### src/rtl/count_sampler.sv
// Snapshots count on trig or counter wrap into a DEPTH-entry FIFO tagged with a wrap epoch.
// Optional macro COUNT_SAMPLER_DROP_CNT_EN adds a saturating drop_cnt output.
module count_sampler #(
  parameter int WIDTH   = 16,
  parameter int DEPTH   = 4,
  parameter int EPOCH_W = 8
) (
  input  logic                         clk,
  input  logic                         a_rst,
  input  logic                         clr,
  input  logic [WIDTH-1:0]             count,
  input  logic                         done,
  input  logic                         trig,
  output logic                         out_valid,
  input  logic                         out_ready,
  output logic [WIDTH-1:0]             out_count,
  output logic [EPOCH_W-1:0]           out_epoch,
  output logic                         out_wrap,
  output logic [$clog2(DEPTH+1)-1:0]   level,
  output logic                         overflow
`ifdef COUNT_SAMPLER_DROP_CNT_EN
  ,
  output logic [7:0]                   drop_cnt
`endif
);

  localparam int PTR_W = $clog2(DEPTH);
  localparam int LVL_W = $clog2(DEPTH+1);
  localparam int ENT_W = WIDTH + EPOCH_W + 1;

  logic [ENT_W-1:0]   mem [DEPTH];
  logic [PTR_W-1:0]   rd_ptr;
  logic [PTR_W-1:0]   wr_ptr;
  logic [EPOCH_W-1:0] epoch;
  logic               done_q;

  logic wrap_ev;
  logic push_req;
  logic pop;
  logic full;
  logic push_ok;
  logic drop;

  assign wrap_ev   = done & ~done_q;
  assign push_req  = trig | wrap_ev;
  assign out_valid = (level != '0);
  assign pop       = out_valid & out_ready;
  assign full      = (level == LVL_W'(DEPTH));
  // A full FIFO still accepts a push when the head leaves in the same cycle.
  assign push_ok   = push_req & (~full | pop);
  assign drop      = push_req & full & ~pop;

  assign {out_count, out_epoch, out_wrap} = mem[rd_ptr];

  always_ff @(posedge clk or negedge a_rst) begin
    if (!a_rst) begin
      for (int i = 0; i < DEPTH; i++) mem[i] <= '0;
      rd_ptr <= '0;
      wr_ptr <= '0;
      epoch  <= '0;
      done_q <= 1'b0;
      level  <= '0;
    end else begin
      done_q <= done;
      if (clr) begin
        rd_ptr <= '0;
        wr_ptr <= '0;
        epoch  <= '0;
        level  <= '0;
      end else begin
        if (push_ok) begin
          mem[wr_ptr] <= {count, epoch, wrap_ev};
          wr_ptr      <= wr_ptr + PTR_W'(1);
        end
        if (pop) rd_ptr <= rd_ptr + PTR_W'(1);
        if (wrap_ev) epoch <= epoch + EPOCH_W'(1);
        case ({push_ok, pop})
          2'b10:   level <= level + LVL_W'(1);
          2'b01:   level <= level - LVL_W'(1);
          default: level <= level;
        endcase
      end
    end
  end

`ifdef COUNT_SAMPLER_DROP_CNT_EN
  assign overflow = |drop_cnt;

  always_ff @(posedge clk or negedge a_rst) begin
    if (!a_rst) begin
      drop_cnt <= '0;
    end else if (clr) begin
      drop_cnt <= '0;
    end else if (drop && drop_cnt != 8'hFF) begin
      drop_cnt <= drop_cnt + 8'd1;
    end
  end
`else
  always_ff @(posedge clk or negedge a_rst) begin
    if (!a_rst) begin
      overflow <= 1'b0;
    end else if (clr) begin
      overflow <= 1'b0;
    end else if (drop) begin
      overflow <= 1'b1;
    end
  end
`endif

endmodule

### config.mk
export PLATFORM = sky130hd
export DESIGN_NAME = count_sampler
export DESIGN_NICKNAME = d
export VERILOG_FILES = /design/src/rtl/count_sampler.sv
export SDC_FILE = /design/constraint.sdc
export NUM_CORES = 1
export LEC_CHECK = 0
export CORE_UTILIZATION = 42
export DETAILED_ROUTE_END_ITERATION = 12
export HOLD_SLACK_MARGIN = 0.15
export SYNTH_ARGS = -nofsm -noshare
export SYNTH_HDL_FRONTEND = slang
export SYNTH_SLANG_ARGS = --single-unit
### constraint.sdc
create_clock -name clk -period 2.9 [get_ports clk]
set_input_delay 0.58 -clock clk [delete_from_list [all_inputs] [get_ports clk]]
set_output_delay 0.58 -clock clk [all_outputs]
set_load 0.01 [all_outputs]
# Yosys cells after proc, flatten, opt, wreduce, memory -nomap -nowiden
# Index checks and enable logic that the tools add are counted.
[totals]
ff_bits = 117
in_bits = 22
out_inout_bits = 30
elab_cells = 58
[classes]
n_addsub = 5
order_cmp = 3
n_eq_ne = 3
muxes = 16
bitwise = 13
reduce_logical = 8
[ops]
columns = ["cell", "count"]
rows = [
  ["bitwise mux 100 bit", 1],
  ["2-to-1 mux 25 bit", 3],
  ["binary-select mux 25 bit (select 2 bit)", 1],
  ["demux 25 bit (select 2 bit)", 1],
  ["2-to-1 mux 8 bit", 2],
  ["adder 8 x 1 -> 8 bit (second input constant)", 1],
  ["2-to-1 mux 2 bit", 4],
  ["nonzero test 2 bit", 4],
  ["greater-or-equal comparator 3 bit (second input constant)", 2],
  ["inverter 2 -> 3 bit", 2],
  ["one-hot mux 3 bit (2 select lines)", 1],
  ["nonzero test 3 bit", 2],
  ["AND 1 bit", 5],
  ["adder 2 x 1 -> 2 bit (second input constant)", 2],
  ["inverter 1 bit", 4],
  ["adder 3 x 1 -> 3 bit (second input constant)", 1],
  ["equality test 3 bit (second input constant)", 1],
  ["less-than comparator 3 x 1 -> 1 bit (second input constant)", 1],
  ["2-to-1 mux 3 bit", 1],
  ["subtractor 3 x 1 -> 3 bit (second input constant)", 1],
  ["equality test 2 x 1 -> 1 bit (second input constant)", 1],
  ["equality test 2 bit (second input constant)", 1],
  ["2-to-1 mux 1 bit", 2],
  ["OR 1 bit", 2],
  ["other kinds (2)", 2],
]

# Longest topological paths before layout
[logic_depth]
depth_word = 7
ltp_mapped = 7
mapped_depth_nobuf = 6

# Least setup slack after synthesis
# No wires, ideal clock.
[synth_timing]
path_type = "input to register"
start = "input port done"
end = "register level[2]"
setup_ns = 0.086
arrival_time_ns = 2.334
t_required_ns = 2.814
path_slack_ns = 0.480
stages = 7
path_cell_list = "nor2b_1 clkbuf_1 nor3_1 fa_1 or4_1 and3b_1 nor3_1"
[synth_between]
elab_chain_len = 6
[synth_lines]
columns = ["element", "line", "source"]
rows = [
  ["start, declared", "12", "input logic done,"],
  ["AND 1 bit (*)", "44", "assign wrap_ev = done & ~done_q;"],
  ["OR 1 bit (*)", "45", "assign push_req = trig | wrap_ev;"],
  ["AND 1 bit (*)", "50", "assign push_ok = push_req & (~full | pop);"],
  ["equality test 2 x 1 -> 1 bit / equality test 2 bit (equally long branches)", "77", "case ({push_ok, pop})"],
  ["one-hot mux 3 bit (2 select lines)", "77", ""],
  ["2-to-1 mux 3 bit", "65", "if (clr) begin"],
  ["end signal, assigned", "78", "2'b10: level <= level + LVL_W'(1);"],
  ["end signal, assigned", "79", "2'b01: level <= level - LVL_W'(1);"],
  ["end signal, assigned", "80", "default: level <= level;"],
  ["end, declared", "19", "output logic [$clog2(DEPTH+1)-1:0] level,"],
]
# Every way passes the cells marked *; elsewhere a longest branch is shown, timed or not.
# A chain may end at the register's enable or synchronous reset.

# Worst setup path after layout
[layout_timing]
start = "register rd_ptr[0]"
end = "output port out_epoch[5]"
[layout_between]
elab_chain_len = 4
[layout_lines]
columns = ["element", "line", "source"]
rows = [
  ["start, declared", "32", "logic [PTR_W-1:0] rd_ptr;"],
  ["start signal, assigned", "75", "if (pop) rd_ptr <= rd_ptr + PTR_W'(1);"],
  ["inverter 2 -> 3 bit (not written as such)", "53", "assign {out_count, out_epoch, out_wrap} = mem[rd_ptr];"],
  ["binary-select mux 25 bit (select 2 bit)", "53", ""],
  ["2-to-1 mux 25 bit (not written as such) (2 in series)", "53", ""],
  ["end, declared", "17", "output logic [EPOCH_W-1:0] out_epoch,"],
]
# No other way between the ends. The select of a mux whose other input is x is not followed.

==> impl_metrics.env <==
export IMPL_rsz0062_at_grt="no"
export IMPL_place_inst=556
export IMPL_vdd_drop_max_v=0.000409
export IMPL_timing_worst_setup_path_type="register to primary output"
export IMPL_port_buffers=51
export IMPL_overflow=0
export IMPL_cp_arrival_ns=2.08
export IMPL_synth_area_mm2=0.00562
export IMPL_antenna_found_initial=0
export IMPL_ant_nets=0
export IMPL_final_layout_size_suffix_gt1_share_pct=41.5
export IMPL_async_flop_share_pct=100
export IMPL_synth_edf_count=0
export IMPL_pwr_share_comb_pct=31.9
export IMPL_synth_top_area_share_pct=52.1
export IMPL_vias=3002
export IMPL_ys_seq_area_share_pct=52.1
export IMPL_cts_tree="yes"
export IMPL_fp_dieW_um=118
export IMPL_firstDrtPassIters=4
export IMPL_tightestPinTransition_ns=0.531
export IMPL_drv_cap=0
export IMPL_min_period_over_period_pct=91.6
export IMPL_post_cts_buffers=0
export IMPL_min_delay_start="mem[25]"
export IMPL_wire_per_inst_um=17.9
export IMPL_outcome="finished clean"
export IMPL_ys_types=32
export IMPL_critical_path_buf_inv_count=2
export IMPL_power_frac_seq_pct=37.1
export IMPL_cp_start_kind="register"
export IMPL_worstHoldPathType="register to register"
export IMPL_yosysMostFrequentCell="dfrtp_1"
export IMPL_cp_slowest_cell="mux4_2"
export IMPL_fmax_mhz=376
export IMPL_switching_power_mw=1.70
export IMPL_worstPathCellList="buf_12 -> mux4_2 -> clkdlybuf4s50_1"
export IMPL_clock_latency_ns=0.41
export IMPL_drt_iter0_markers=147
export IMPL_slew_headroom_pct=64.6
export IMPL_cts_root_buf="clkbuf_16"
export IMPL_slowest_delay_ns=0.56
export IMPL_rr_startpoint="level[0]"
export IMPL_final_area_mm2=0.00697
export IMPL_skew_ns=0.00764
export IMPL_place_congestion=0.709
export IMPL_syn_area_per_cell_um2=16.5
export IMPL_synthCells=341
export IMPL_synth_ff_type="dfrtp_1"
export IMPL_finalSetupViolCount=0
export IMPL_clk_pin_slew_ns=0.05
export IMPL_fill_cells=1048
export IMPL_synth_top_area_cell="dfrtp_1"
export IMPL_via_per_inst=5.10
export IMPL_switching_share_pct=25.7
export IMPL_cts_max_level=4
export IMPL_cp_max_fo=21
export IMPL_utilization_pct=54.4
export IMPL_numCtsBuffers=17
export IMPL_fp_dieArea_mm2=0.0138
export IMPL_stdcell_count=589
export IMPL_diodes=0
export IMPL_synth_area_leaders="dfrtp_1 52%, mux2_4 21%, mux4_2 10%"
export IMPL_internal_power_mw=4.91
export IMPL_final_max_slew_viol_count=0
export IMPL_track_usage_pct=16.6
export IMPL_grt_pass1_vias=3324
export IMPL_power_density_mw_per_mm2=948
export IMPL_start_util_pct=43.8
export IMPL_wl_um=10500
export IMPL_fin_crit_ns=2.66
export IMPL_p_leak_nw=3.31
export IMPL_fp_dieH_um=118
export IMPL_final_hold_viol_count=0
export IMPL_syn2layout_area_growth_pct=24.2
export IMPL_nNetsFinal=432
export IMPL_final_setup_tns_ns=0
export IMPL_cts_sinks=117
export IMPL_startpoint="rd_ptr[0]"
export IMPL_grt_start_max_net_pins=93
export IMPL_num_rows=41
export IMPL_synth_common_cells="117 x dfrtp_1, 80 x mux2_4, 25 x mux4_2, 17 x mux2_2, 16 x nor2_1"
export IMPL_clockBufferDepth=2
export IMPL_syn_num_nets=369
export IMPL_ctsHoldBuffers=1
export IMPL_crit_path_end_kind="primary output"
export IMPL_ys_seq_elements=117
export IMPL_yosysWarnings=0
export IMPL_cp_top_family="buffers and inverters"
export IMPL_post_route_drc_count=0
export IMPL_grt_pass1_wl_um=17700
export IMPL_coreArea_mm2=0.0128
export IMPL_placed_area_mm2=0.00638
export IMPL_io_pin_count=52
export IMPL_hpwl_um=6300
export IMPL_cts_resized=0
export IMPL_cp_required_ns=2.32
export IMPL_pwr_share_clk_pct=31.0
==> layer usage <==
metal	global-route usage, %	vias to the layer above	wire (um)
met4	4.81	0	101
met5	0	-	0
met2	25.7	47	5000
met3	5.09	10	336
met1	22.6	1570	5100
li1	-	1375	-
==> cell families after synthesis <==
group	count (synthesis)	share of synthesized area, %
muxes	124	35.2
DFF	117	52.1
and+or+nand+nor	51	5.37
buffers and inverters	22	2.61
AOI/OAI and AO/OA	11	1.69
xor gates and xnor gates	10	1.56
adders and majority gates	6	1.47
==> metrics by stage <==
step | hold WS, ns | total power, mW | worst slack [ns]
2_1_floorplan | 0.284 | 3.83 | 0.480
3_3_place_gp | 0.482 | 4.56 | 0.209
3_5_place_dp | 0.487 | 4.60 | 0.127
4_1_cts | 0.499 | 6.70 | 0.202
5_1_grt | 0.511 | 6.96 | 0.171
6_report | 0.493 | 6.61 | 0.244
==> sequential cells by signal (all words and copies together), names as in the netlist <==
name / cells
done_q: 1
epoch: 8
level: 3
mem: 100
overflow: 1
rd_ptr: 2
wr_ptr: 2
==> power by group through the flow <==
stage	Clock [mW]	Sequential, mW	Combinational (mW)
6_report	2.05	2.46	2.11
5_1_grt	2.17	2.52	2.26
4_1_cts	2.10	2.46	2.14
3_5_place_dp	0	2.46	2.14
3_3_place_gp	0	2.45	2.12
2_1_floorplan	0	2.36	1.46
==> cells in the final DEF, fill, tap and decap left out, types with 4 or more instances in the layout <==
master	n
clkbuf_8	4
a22o_1	4
nor2b_1	6
clkbuf_16	17
xor2_1	7
nor2_1	16
clkinv_2	5
buf_12	7
buf_4	5
clkdlybuf4s50_1	50
mux2_4	80
nand2_4	4
ha_1	5
mux2_2	17
dfrtp_1	116
nand2_1	8
nand4_1	4
mux4_2	25
==> layout make-up <==
class	count	area, um^2	share of cell area (%)
Sequential cell	117	2930	42.0
Multi-Input combinational cell	202	2540	36.5
Timing Repair Buffer	63	688	9.87
Clock buffer	23	488	7.00
Tap cell	172	215	3.09
Clock inverter	9	100	1.44
Inverter	3	11.3	0.161
==> worst paths after layout <==
check,end,slack [ns],cells after the start
hold reg to reg,mem[25],0.49,1
max in group asynchronous,mem[44],1.44,3
setup reg to reg,level[2],0.48,6
min in group asynchronous,mem[61],0.63,2
hold / removal,mem[25],0.49,1
setup / recovery,out_epoch[5],0.24,3
No activity file was read; power rests on OpenSTA's default activity.
==> RTL change (same flow settings) <==
Build with the macro `COUNT_SAMPLER_DROP_CNT_EN` defined.
--- a/src/rtl/count_sampler.sv
+++ b/src/rtl/count_sampler.sv
@@ -1,5 +1,7 @@
 // Snapshots count on trig or counter wrap into a DEPTH-entry FIFO tagged with a wrap epoch.
 // Optional macro COUNT_SAMPLER_DROP_CNT_EN adds a saturating drop_cnt output.
+`define COUNT_SAMPLER_DROP_CNT_EN
+
 module count_sampler #(
   parameter int WIDTH   = 16,
   parameter int DEPTH   = 4,
Function (old outputs only; new: drop_cnt): kept (Yosys induction, for registers that start in step).
==> RTL change against the original RTL <==
First-iteration DRC count rose by 14%. Sequential cell count rose by 7. Critical endpoint is now out_epoch[7]. Die area rose by 7.9%. Sequential share of layout area down 0.51 points. Wire length up 15%. Via count up 15%. Total power rose by 3.2%. Register-to-register slack improved by 0.11 ns. Worst setup slack lost 0.037 ns. Area after synthesis rose by 8.1%. Critical path type unchanged. Highest routed layer unchanged. Largest power group unchanged. Design area up 7.3%.
==> RTL change: results (changes against the original RTL) <==
stage;metric;value;unit;change
final_layout;share of layout cells above drive strength 1;0.3817;;-0.03320
yosys;mux contribution to synthesized area;0.3206;;-0.03120
final_layout;total number of sequential cells;124;;+6.0%
clock_tree;total number of H-tree levels;4;;unchanged
outcome;status;completed;;
yosys;top cells by area, synth;dfrtp_1 (51%), mux2_4 (18%), mux4_2 (9.3%), mux2_2 (4.5%), buf_12 (2.6%);;
final_layout;multi-input combinational area share;0.3622;;-0.002343
place;Final HPWL DP;7742;um;+23%
final_layout;area share of buffers outside the clock network;0.1104;;+0.01170
drt;met2 WL post-DR;5834;um;+17%
final_layout;fin nets;487;;+13%
min_path;worst min-delay path category;input pin to asynchronous set/reset pin;;
timing;clk_skew;0.005477;ns;-0.002165 ns
yosys;compound-cell area share of the yosys netlist;0.04267;;+0.02574
timing;Worst slew margin;0.5470;;-0.09912
drt;met1 wire length;5747;um;+13%
power;maximum VDD drop;422.0;uV;+3.2%
global_route;vias in the first global route;3736;;+12%
global_route;first-pass GRT wire length;20200;um;+14%
power;internal cell power;5.065;mW;+3.2%
yosys;Post-Synth Adder-Cell Area;0.01773;;+0.003026
place;port bufs;59;;+16%
drt;Via density;5.307;;+4.1%
drt;DR iter-0 viols;168;;+14%
yosys;post-synthesis xor/xnor area fraction;0.01587;;+0.0002793
global_route;met3 GRT Util;0.05065;;-0.0002215
global_route;GR Layer Usage met1;0.2448;;+0.01916
final_layout;Seq area share;0.4149;;-0.005103
final_layout;Non-clock inverters;6;;+3
final_layout;biggest regs;mem (100), drop_cnt (8), epoch (8);;
power;logic gate share of total power;0.313;;-0.006
worst_setup_path;flop-to-flop setup slack;0.59;ns;+0.11 ns
final_layout;clock buffer count;24;;+4.3%
drt;total wire length;12160;um;+15%
worst_setup_path;CP arrival;2.11;ns;+0.03 ns
final_layout;clock-cell share of area;0.07943;;-0.004889
yosys;Post-Syn Nets;412;;+12%
global_route;GRT Util Overall;0.1820;;+0.01570
global_route;global-route met2 utilization;0.2802;;+0.02321
power;Lkg Pwr;3.456;nW;+4.5%
yosys;register area share after synthesis;0.5112;;-0.01004
yosys;Synth cell types;41;;+28%
final_layout;fill cell count;1180;;+13%
drt;met3 wire length;409;um;+22%
global_route;largest net degree at the start of global routing;48;;-48%
-- RTL change: cell types whose count changed after synthesis, sizes merged, moves of 4 or more --
| cell | delta |
|---|---|
| o21ai | +7 |
| dfrtp | +7 |
| nor2b | -4 |
| a22o | -4 |
| a21oi | +6 |
| o2111ai | +4 |
| nand3 | +5 |
| buf | +5 |
-- RTL change: metrics by stage --
| stage | setup WS, ns | cell area, um2 | total power [mW] | hold WS [ns] | instances |
|---|---|---|---|---|---|
| 4_1_cts | 0.003599 | 7467 | 6.886 | 0.1609 | 647 |
| 3_5_place_dp | 0.09500 | 6873 | 4.701 | 0.4695 | 616 |
| 6_report | 0.2072 | 7482 | 6.821 | 0.1487 | 649 |
| 3_3_place_gp | 0.1871 | 6873 | 4.646 | 0.4591 | 616 |
| 5_1_grt | 0.1382 | 7482 | 7.169 | 0.1830 | 649 |
| 2_1_floorplan | 0.2718 | 6070 | 3.920 | 0.2844 | 382 |
